File: config.mk
export PLATFORM = sky130hd
export DESIGN_NAME = target_controller
export DESIGN_NICKNAME = d
export VERILOG_FILES = /design/src/rtl/target_controller.sv
export SDC_FILE = /design/constraint.sdc
export NUM_CORES = 1
export LEC_CHECK = 0
export BUFFER_PORTS_ARGS = -buffer_cell sky130_fd_sc_hd__buf_4
export CORE_ASPECT_RATIO = 0.75
export CORE_MARGIN = 3
export CORE_UTILIZATION = 27
export DETAILED_ROUTE_END_ITERATION = 16
export GPL_TIMING_DRIVEN = 0
export PLACE_DENSITY = 0.52
export SLEW_MARGIN = 5
export SYNTH_ARGS = -nofsm -noshare
export SYNTH_HDL_FRONTEND = slang
export SYNTH_SLANG_ARGS = --single-unit
File: constraint.sdc
create_clock -name CLK -period 1.9 [get_ports CLK]
set_clock_uncertainty 0.1 [all_clocks]
set_input_delay 0.285 -clock CLK [delete_from_list [all_inputs] [get_ports CLK]]
set_output_delay 0.285 -clock CLK [all_outputs]
set_load 0.01 [all_outputs]
File: src/rtl/target_controller.sv
// target_controller: owns the snake-game food target.
// Compares the head position with the target on every HEAD_VALID strobe.
// A hit raises REACHED_TARGET for PULSE_CYCLES clocks and counts toward
// WIN_SCORE. A new target is then placed from a pair of free-running LFSRs.
// Ports:
//   CLK, RESET          clock, synchronous active-high reset
//   HEAD_X/HEAD_Y       snake head position, qualified by HEAD_VALID
//   TARGET_X/TARGET_Y   current target coordinate
//   REACHED_TARGET      hit pulse, PULSE_CYCLES clocks wide
//   TARGET_VALID        target placed and hittable
//   GAME_WON            sticky win flag, cleared only by RESET
module target_controller #(
  parameter int unsigned X_MAX        = 159,
  parameter int unsigned Y_MAX        = 119,
  parameter int unsigned INIT_X       = 80,
  parameter int unsigned INIT_Y       = 60,
  parameter logic [7:0]  SEED_X       = 8'hA5,
  parameter logic [6:0]  SEED_Y       = 7'h2B,
  parameter int unsigned PULSE_CYCLES = 2,
  parameter int unsigned WIN_SCORE    = 10
) (
  input  logic       CLK,
  input  logic       RESET,
  input  logic [7:0] HEAD_X,
  input  logic [6:0] HEAD_Y,
  input  logic       HEAD_VALID,
  output logic [7:0] TARGET_X,
  output logic [6:0] TARGET_Y,
  output logic       REACHED_TARGET,
  output logic       TARGET_VALID,
  output logic       GAME_WON
);

  localparam logic [7:0] X_MAX_C    = 8'(X_MAX);
  localparam logic [6:0] Y_MAX_C    = 7'(Y_MAX);
  localparam logic [7:0] INIT_X_C   = 8'(INIT_X);
  localparam logic [6:0] INIT_Y_C   = 7'(INIT_Y);
  localparam logic [3:0] PULSE_LAST = 4'(PULSE_CYCLES - 1);
  localparam logic [3:0] WIN_C      = 4'(WIN_SCORE);

  localparam logic [1:0] ST_ARMED = 2'd0;
  localparam logic [1:0] ST_HIT   = 2'd1;
  localparam logic [1:0] ST_PLACE = 2'd2;
  localparam logic [1:0] ST_WON   = 2'd3;

  logic [1:0] state, state_nxt;
  logic [3:0] pulse_cnt, pulse_cnt_nxt;
  logic [3:0] hit_cnt, hit_cnt_nxt;
  logic [7:0] tgt_x_nxt;
  logic [6:0] tgt_y_nxt;
  logic [7:0] lfsr_x;
  logic [6:0] lfsr_y;
  logic       head_match_c;
  logic       cand_ok_c;

  // Free-running candidate generators; nonzero seeds keep them off zero.
  always_ff @(posedge CLK) begin
    if (RESET) begin
      lfsr_x <= SEED_X;
      lfsr_y <= SEED_Y;
    end else begin
      lfsr_x <= {lfsr_x[6:0], lfsr_x[7] ^ lfsr_x[5] ^ lfsr_x[4] ^ lfsr_x[3]};
      lfsr_y <= {lfsr_y[5:0], lfsr_y[6] ^ lfsr_y[5]};
    end
  end

  assign head_match_c = (HEAD_X == TARGET_X) && (HEAD_Y == TARGET_Y);
  // Candidate must be on the grid and not under the snake head.
  assign cand_ok_c = (lfsr_x <= X_MAX_C) && (lfsr_y <= Y_MAX_C) &&
                     !((lfsr_x == HEAD_X) && (lfsr_y == HEAD_Y));

  // State and registered outputs; outputs are decoded from the next state.
  always_ff @(posedge CLK) begin
    if (RESET) begin
      state          <= ST_ARMED;
      pulse_cnt      <= 4'd0;
      hit_cnt        <= 4'd0;
      TARGET_X       <= INIT_X_C;
      TARGET_Y       <= INIT_Y_C;
      REACHED_TARGET <= 1'b0;
      TARGET_VALID   <= 1'b1;
      GAME_WON       <= 1'b0;
    end else begin
      state          <= state_nxt;
      pulse_cnt      <= pulse_cnt_nxt;
      hit_cnt        <= hit_cnt_nxt;
      TARGET_X       <= tgt_x_nxt;
      TARGET_Y       <= tgt_y_nxt;
      REACHED_TARGET <= (state_nxt == ST_HIT);
      TARGET_VALID   <= (state_nxt == ST_ARMED);
      GAME_WON       <= (state_nxt == ST_WON);
    end
  end

  // Next-state logic.
  always_comb begin
    state_nxt     = state;
    pulse_cnt_nxt = pulse_cnt;
    hit_cnt_nxt   = hit_cnt;
    tgt_x_nxt     = TARGET_X;
    tgt_y_nxt     = TARGET_Y;
    case (state)
      ST_ARMED: begin
        if (HEAD_VALID && head_match_c) begin
          state_nxt     = ST_HIT;
          pulse_cnt_nxt = PULSE_LAST;
        end
      end
      ST_HIT: begin
        // pulse_cnt counts remaining pulse cycles after the current one.
        if (pulse_cnt == 4'd0) begin
          hit_cnt_nxt = hit_cnt + 4'd1;
          state_nxt   = (hit_cnt_nxt == WIN_C) ? ST_WON : ST_PLACE;
        end else begin
          pulse_cnt_nxt = pulse_cnt - 4'd1;
        end
      end
      ST_PLACE: begin
        if (cand_ok_c) begin
          tgt_x_nxt = lfsr_x;
          tgt_y_nxt = lfsr_y;
          state_nxt = ST_ARMED;
        end
      end
      default: begin
        state_nxt = ST_WON;
      end
    endcase
  end

endmodule

==> flow_summary.json <==
{
  "dp_hpwl_um": 3700,
  "rsz0062_at_grt": "true",
  "synthCells": 204,
  "seq_area_frac_synth_pct": 42.4,
  "setup_viol": 2,
  "slew_headroom_pct": 62.9,
  "routed_wl_um": 5150,
  "drive_gt1_share_pct": 35.8,
  "cp.required_ns": 1.97,
  "hold_path.startpoint": "RESET",
  "cts-hold-fix-buffers": 0,
  "clockRootBuffer": "clkbuf_8",
  "holdPathEnd": "lfsr_x[4]",
  "violations": "setup timing",
  "drv_slew": 0,
  "avgSynthCellArea_um2": 9.95,
  "die_h_um": 81.1,
  "cts_tree": "done",
  "clk_pin_slew_ns": 0.08,
  "place.gp.congestion": 0.822,
  "clk_latency_ns": 0.28,
  "r2r_setup_slack_ns": -0.003,
  "nNetsFinal": 280,
  "synth-seq-cells": 43,
  "post_dp_cell_area_um2": 2410,
  "synth_compound_area_share_pct": 10.2,
  "rr_startpoint": "lfsr_x[1]",
  "cts.sinks": 43,
  "fin_crit_sh_pct": 100,
  "fin_util_pct": 38.5,
  "synth_top_flop_cell": "dfxtp_1",
  "diodes": 0,
  "power_frac_comb_pct": 12.8,
  "synth_fp_nets": 226,
  "crit_buf_inv": 0,
  "endpoint_kind": "flop",
  "antenna_found_initial": 0,
  "critPathSlowestCell": "dfxtp_2",
  "period_needed_ns": 1.90,
  "drt-vias-per-instance": 4.41,
  "htree_levels": 2,
  "io_pins": 36,
  "yosysWarnings": 0,
  "yosys-top-cells-area": "dfxtp_1 42%, xor2_1 8.6%, xnor2_1 7.3%, nor2b_1 3.7%, nor2_1 3.5%",
  "synthMuxAreaShare_pct": 5.73,
  "clk_path_buf_depth": 2,
  "ant_nets": 0,
  "layout_setup_ws_ns": -0.00319,
  "first_pass_iters": 4,
  "synth_cell_types": 42,
  "timing.fmax_mhz": 525,
  "cp.depth": 5,
  "synth_area_um2": 2030,
  "start_util_pct": 28.7,
  "io_buffers": 35,
  "whs_path_depth": 2,
  "synth_top_area_cell": "dfxtp_1",
  "path_delay_family": "simple AND/OR/NAND/NOR gates",
  "crit_type": "flop to flop",
  "sequentialPowerShare_pct": 56.2,
  "holdWs_ns": 0.102,
  "arrival_ns": 1.98,
  "synth_top_area_share_pct": 42.4,
  "synth_xor_area_share_pct": 16.0,
  "p_leak_nw": 1.11,
  "grt_max_degree": 12,
  "synthSimpleGateAreaFrac_pct": 19.1,
  "worstMarginPinSlew_ns": 0.556,
  "synth_top_family_by_area": "simple AND/OR/NAND/NOR gates",
  "worstRegToRegCells": 5,
  "grt_overflow": 0,
  "cts_made_buffers": 5,
  "die-area_um2": 8600,
  "core-area_um2": 7060,
  "power.density_nw_per_um2": 626,
  "cpPeakStageDelay_ns": 0.34,
  "start_kind": "flop",
  "vdd_ir_drop_max_mv": 0.300,
  "async_flop_share_pct": 0,
  "grtUsageTotal_pct": 12.2,
  "area_growth_pct": 33.9,
  "worst_hold_path_type": "input port to flop",
  "vias": 1565,
  "drt-initial-drc-count": 69,
  "power.switching_mw": 0.423,
  "path_max_fanout": 8,
  "path_cells": "xor2_1 > nor4_2 > nand4_2 > nand3_4 > mux2_4",
  "timing_hold_violations_final": 0,
  "sw_frac_of_total_pct": 24.9,
  "cap_violations": 0,
  "drcViolationCount": 0,
  "grt_pass1_vias": 1516,
  "die_x_um": 106,
  "clockPowerShare_pct": 31.0,
  "grt_pass1_wl_um": 7980,
  "synth_fa_ha_area_share_pct": 2.47,
  "intPower_mw": 1.28,
  "r2r-end": "TARGET_Y[1]",
  "synth_edf_count": 0,
  "status": "finished with violations",
  "wl_per_cell_um": 14.5,
  "fin_area_um2": 2720,
  "num_rows": 26
}
-- cell type report --
type	instances	area [µm²]
multi-input combinational	141	1200
clock buffer	6	72.6
sequential	43	877
fill	726	4340
tap	98	123
inverter	14	52.6
timing repair buffer	48	377
buffer	5	20.0
-- cell families (layout without fill, tap and decap cells) --
group | after synthesis | count (layout)
xor+xnor | 37 | 37
compound gates | 24 | 24
fa+ha+maj | 4 | 4
simple gates | 65 | 65
mux | 11 | 11
flops | 43 | 43
buf+inv | 20 | 73
-- cells in the mapped netlist (2+ instances only) --
cell	instances
dfxtp_1	43
xor2_1	20
nor2_1	19
xnor2_1	17
inv_1	14
nor2b_1	12
mux2i_1	6
mux2_2	5
nand4_1	5
nor3_1	5
a311oi_1	4
a31o_2	4
clkbuf_1	4
ha_1	4
nand2_1	4
a21oi_1	3
or2_2	3
a211oi_1	2
a21boi_0	2
nand3b_1	2
nor3b_1	2
nor4_1	2
nor4_2	2
o21a_1	2
-- through the flow --
step | setup TNS, ns | worst slack, ns | std cells | total power, mW
finish | -0.00579 | -0.00319 | 355 | 1.70
global route | -1.08 | -0.110 | 355 | 1.79
CTS | -0.0555 | -0.0135 | 349 | 1.70
detailed placement | -5.26 | -0.349 | 337 | 1.15
global placement | -5.75 | -0.382 | 337 | 1.16
floorplan | 0 | 0.0641 | 204 | 1.08
-- routing by layer --
| metal | GRT usage (%) | wire, µm | up-vias |
|---|---|---|---|
| met3 | 3.26 | 194 | 4 |
| met4 | 4.92 | 71 | 0 |
| met5 | 0 | 0 | - |
| met2 | 16.3 | 2100 | 30 |
| met1 | 18.3 | 2790 | 731 |
| li1 | - | - | 800 |
-- placed cells by master, fill, tap and decap left out, types with 2 or more instances in the layout --
cell / Yosys / routed
buf_4: 0 / 46
dfxtp_1: 43 / 34
nor2_1: 19 / 19
xor2_1: 20 / 17
xnor2_1: 17 / 16
inv_1: 14 / 14
nor2b_1: 12 / 12
dfxtp_2: 0 / 7
mux2i_1: 6 / 6
clkbuf_1: 4 / 5
nor3_1: 5 / 5
mux2_4: 0 / 5
nand4_1: 5 / 5
clkbuf_8: 0 / 5
nand2_1: 4 / 4
a31o_2: 4 / 4
ha_1: 4 / 4
xor2_2: 0 / 3
or2_2: 3 / 3
o21a_1: 2 / 2
nor4_4: 0 / 2
nor4_2: 2 / 2
a311oi_2: 0 / 2
a311oi_1: 4 / 2
a21boi_0: 2 / 2
nand3b_1: 2 / 2
a21oi_1: 3 / 2
a211oi_1: 2 / 2
dfxtp_4: 0 / 2
-- registers in the layout, indices dropped and copies added, names as in the netlist, 2 cells and up --
register and count:
TARGET_X 8, lfsr_x 8, TARGET_Y 7, lfsr_y 7
hit_cnt 4, pulse_cnt 4, state 2
-- power groups by stage --
stage	Combinational [mW]	Sequential, mW	Clock, mW
floorplan	0.108	0.969	0
finish	0.217	0.957	0.528
CTS	0.196	0.956	0.545
detailed placement	0.178	0.976	0
global placement	0.180	0.976	0
global route	0.237	0.962	0.589
-- worst reg2reg max path, delay by kind of cell (launching register included) --
kind | cells | cell delay (ns)
flops | 1 | 0.34
mux | 1 | 0.32
xor+xnor | 1 | 0.18
simple gates | 3 | 0.86
-- repair_timing --
| action | CTS | global route |
|---|---|---|
| gates cloned | 0 | 0 |
| gates resized for setup | 8 | 23 |
| buffers inserted | 7 | 6 |
| setup endpoints to repair | 23 | 18 |
| pin swaps | 6 | 13 |
-- worst max path at each step --
stage                         start           to  slack, ns
final                     lfsr_x[1]  TARGET_Y[1]     -0.003
after global routing      lfsr_y[1]  TARGET_X[0]      -0.11
after CTS                 lfsr_y[6]  TARGET_Y[1]      -0.01
after detailed placement  HEAD_Y[5]  TARGET_Y[1]      -0.35
after global placement    HEAD_Y[6]  TARGET_Y[1]      -0.38
after floorplan           lfsr_y[0]  TARGET_X[1]       0.06
No activity file was read; power rests on OpenSTA's default activity.
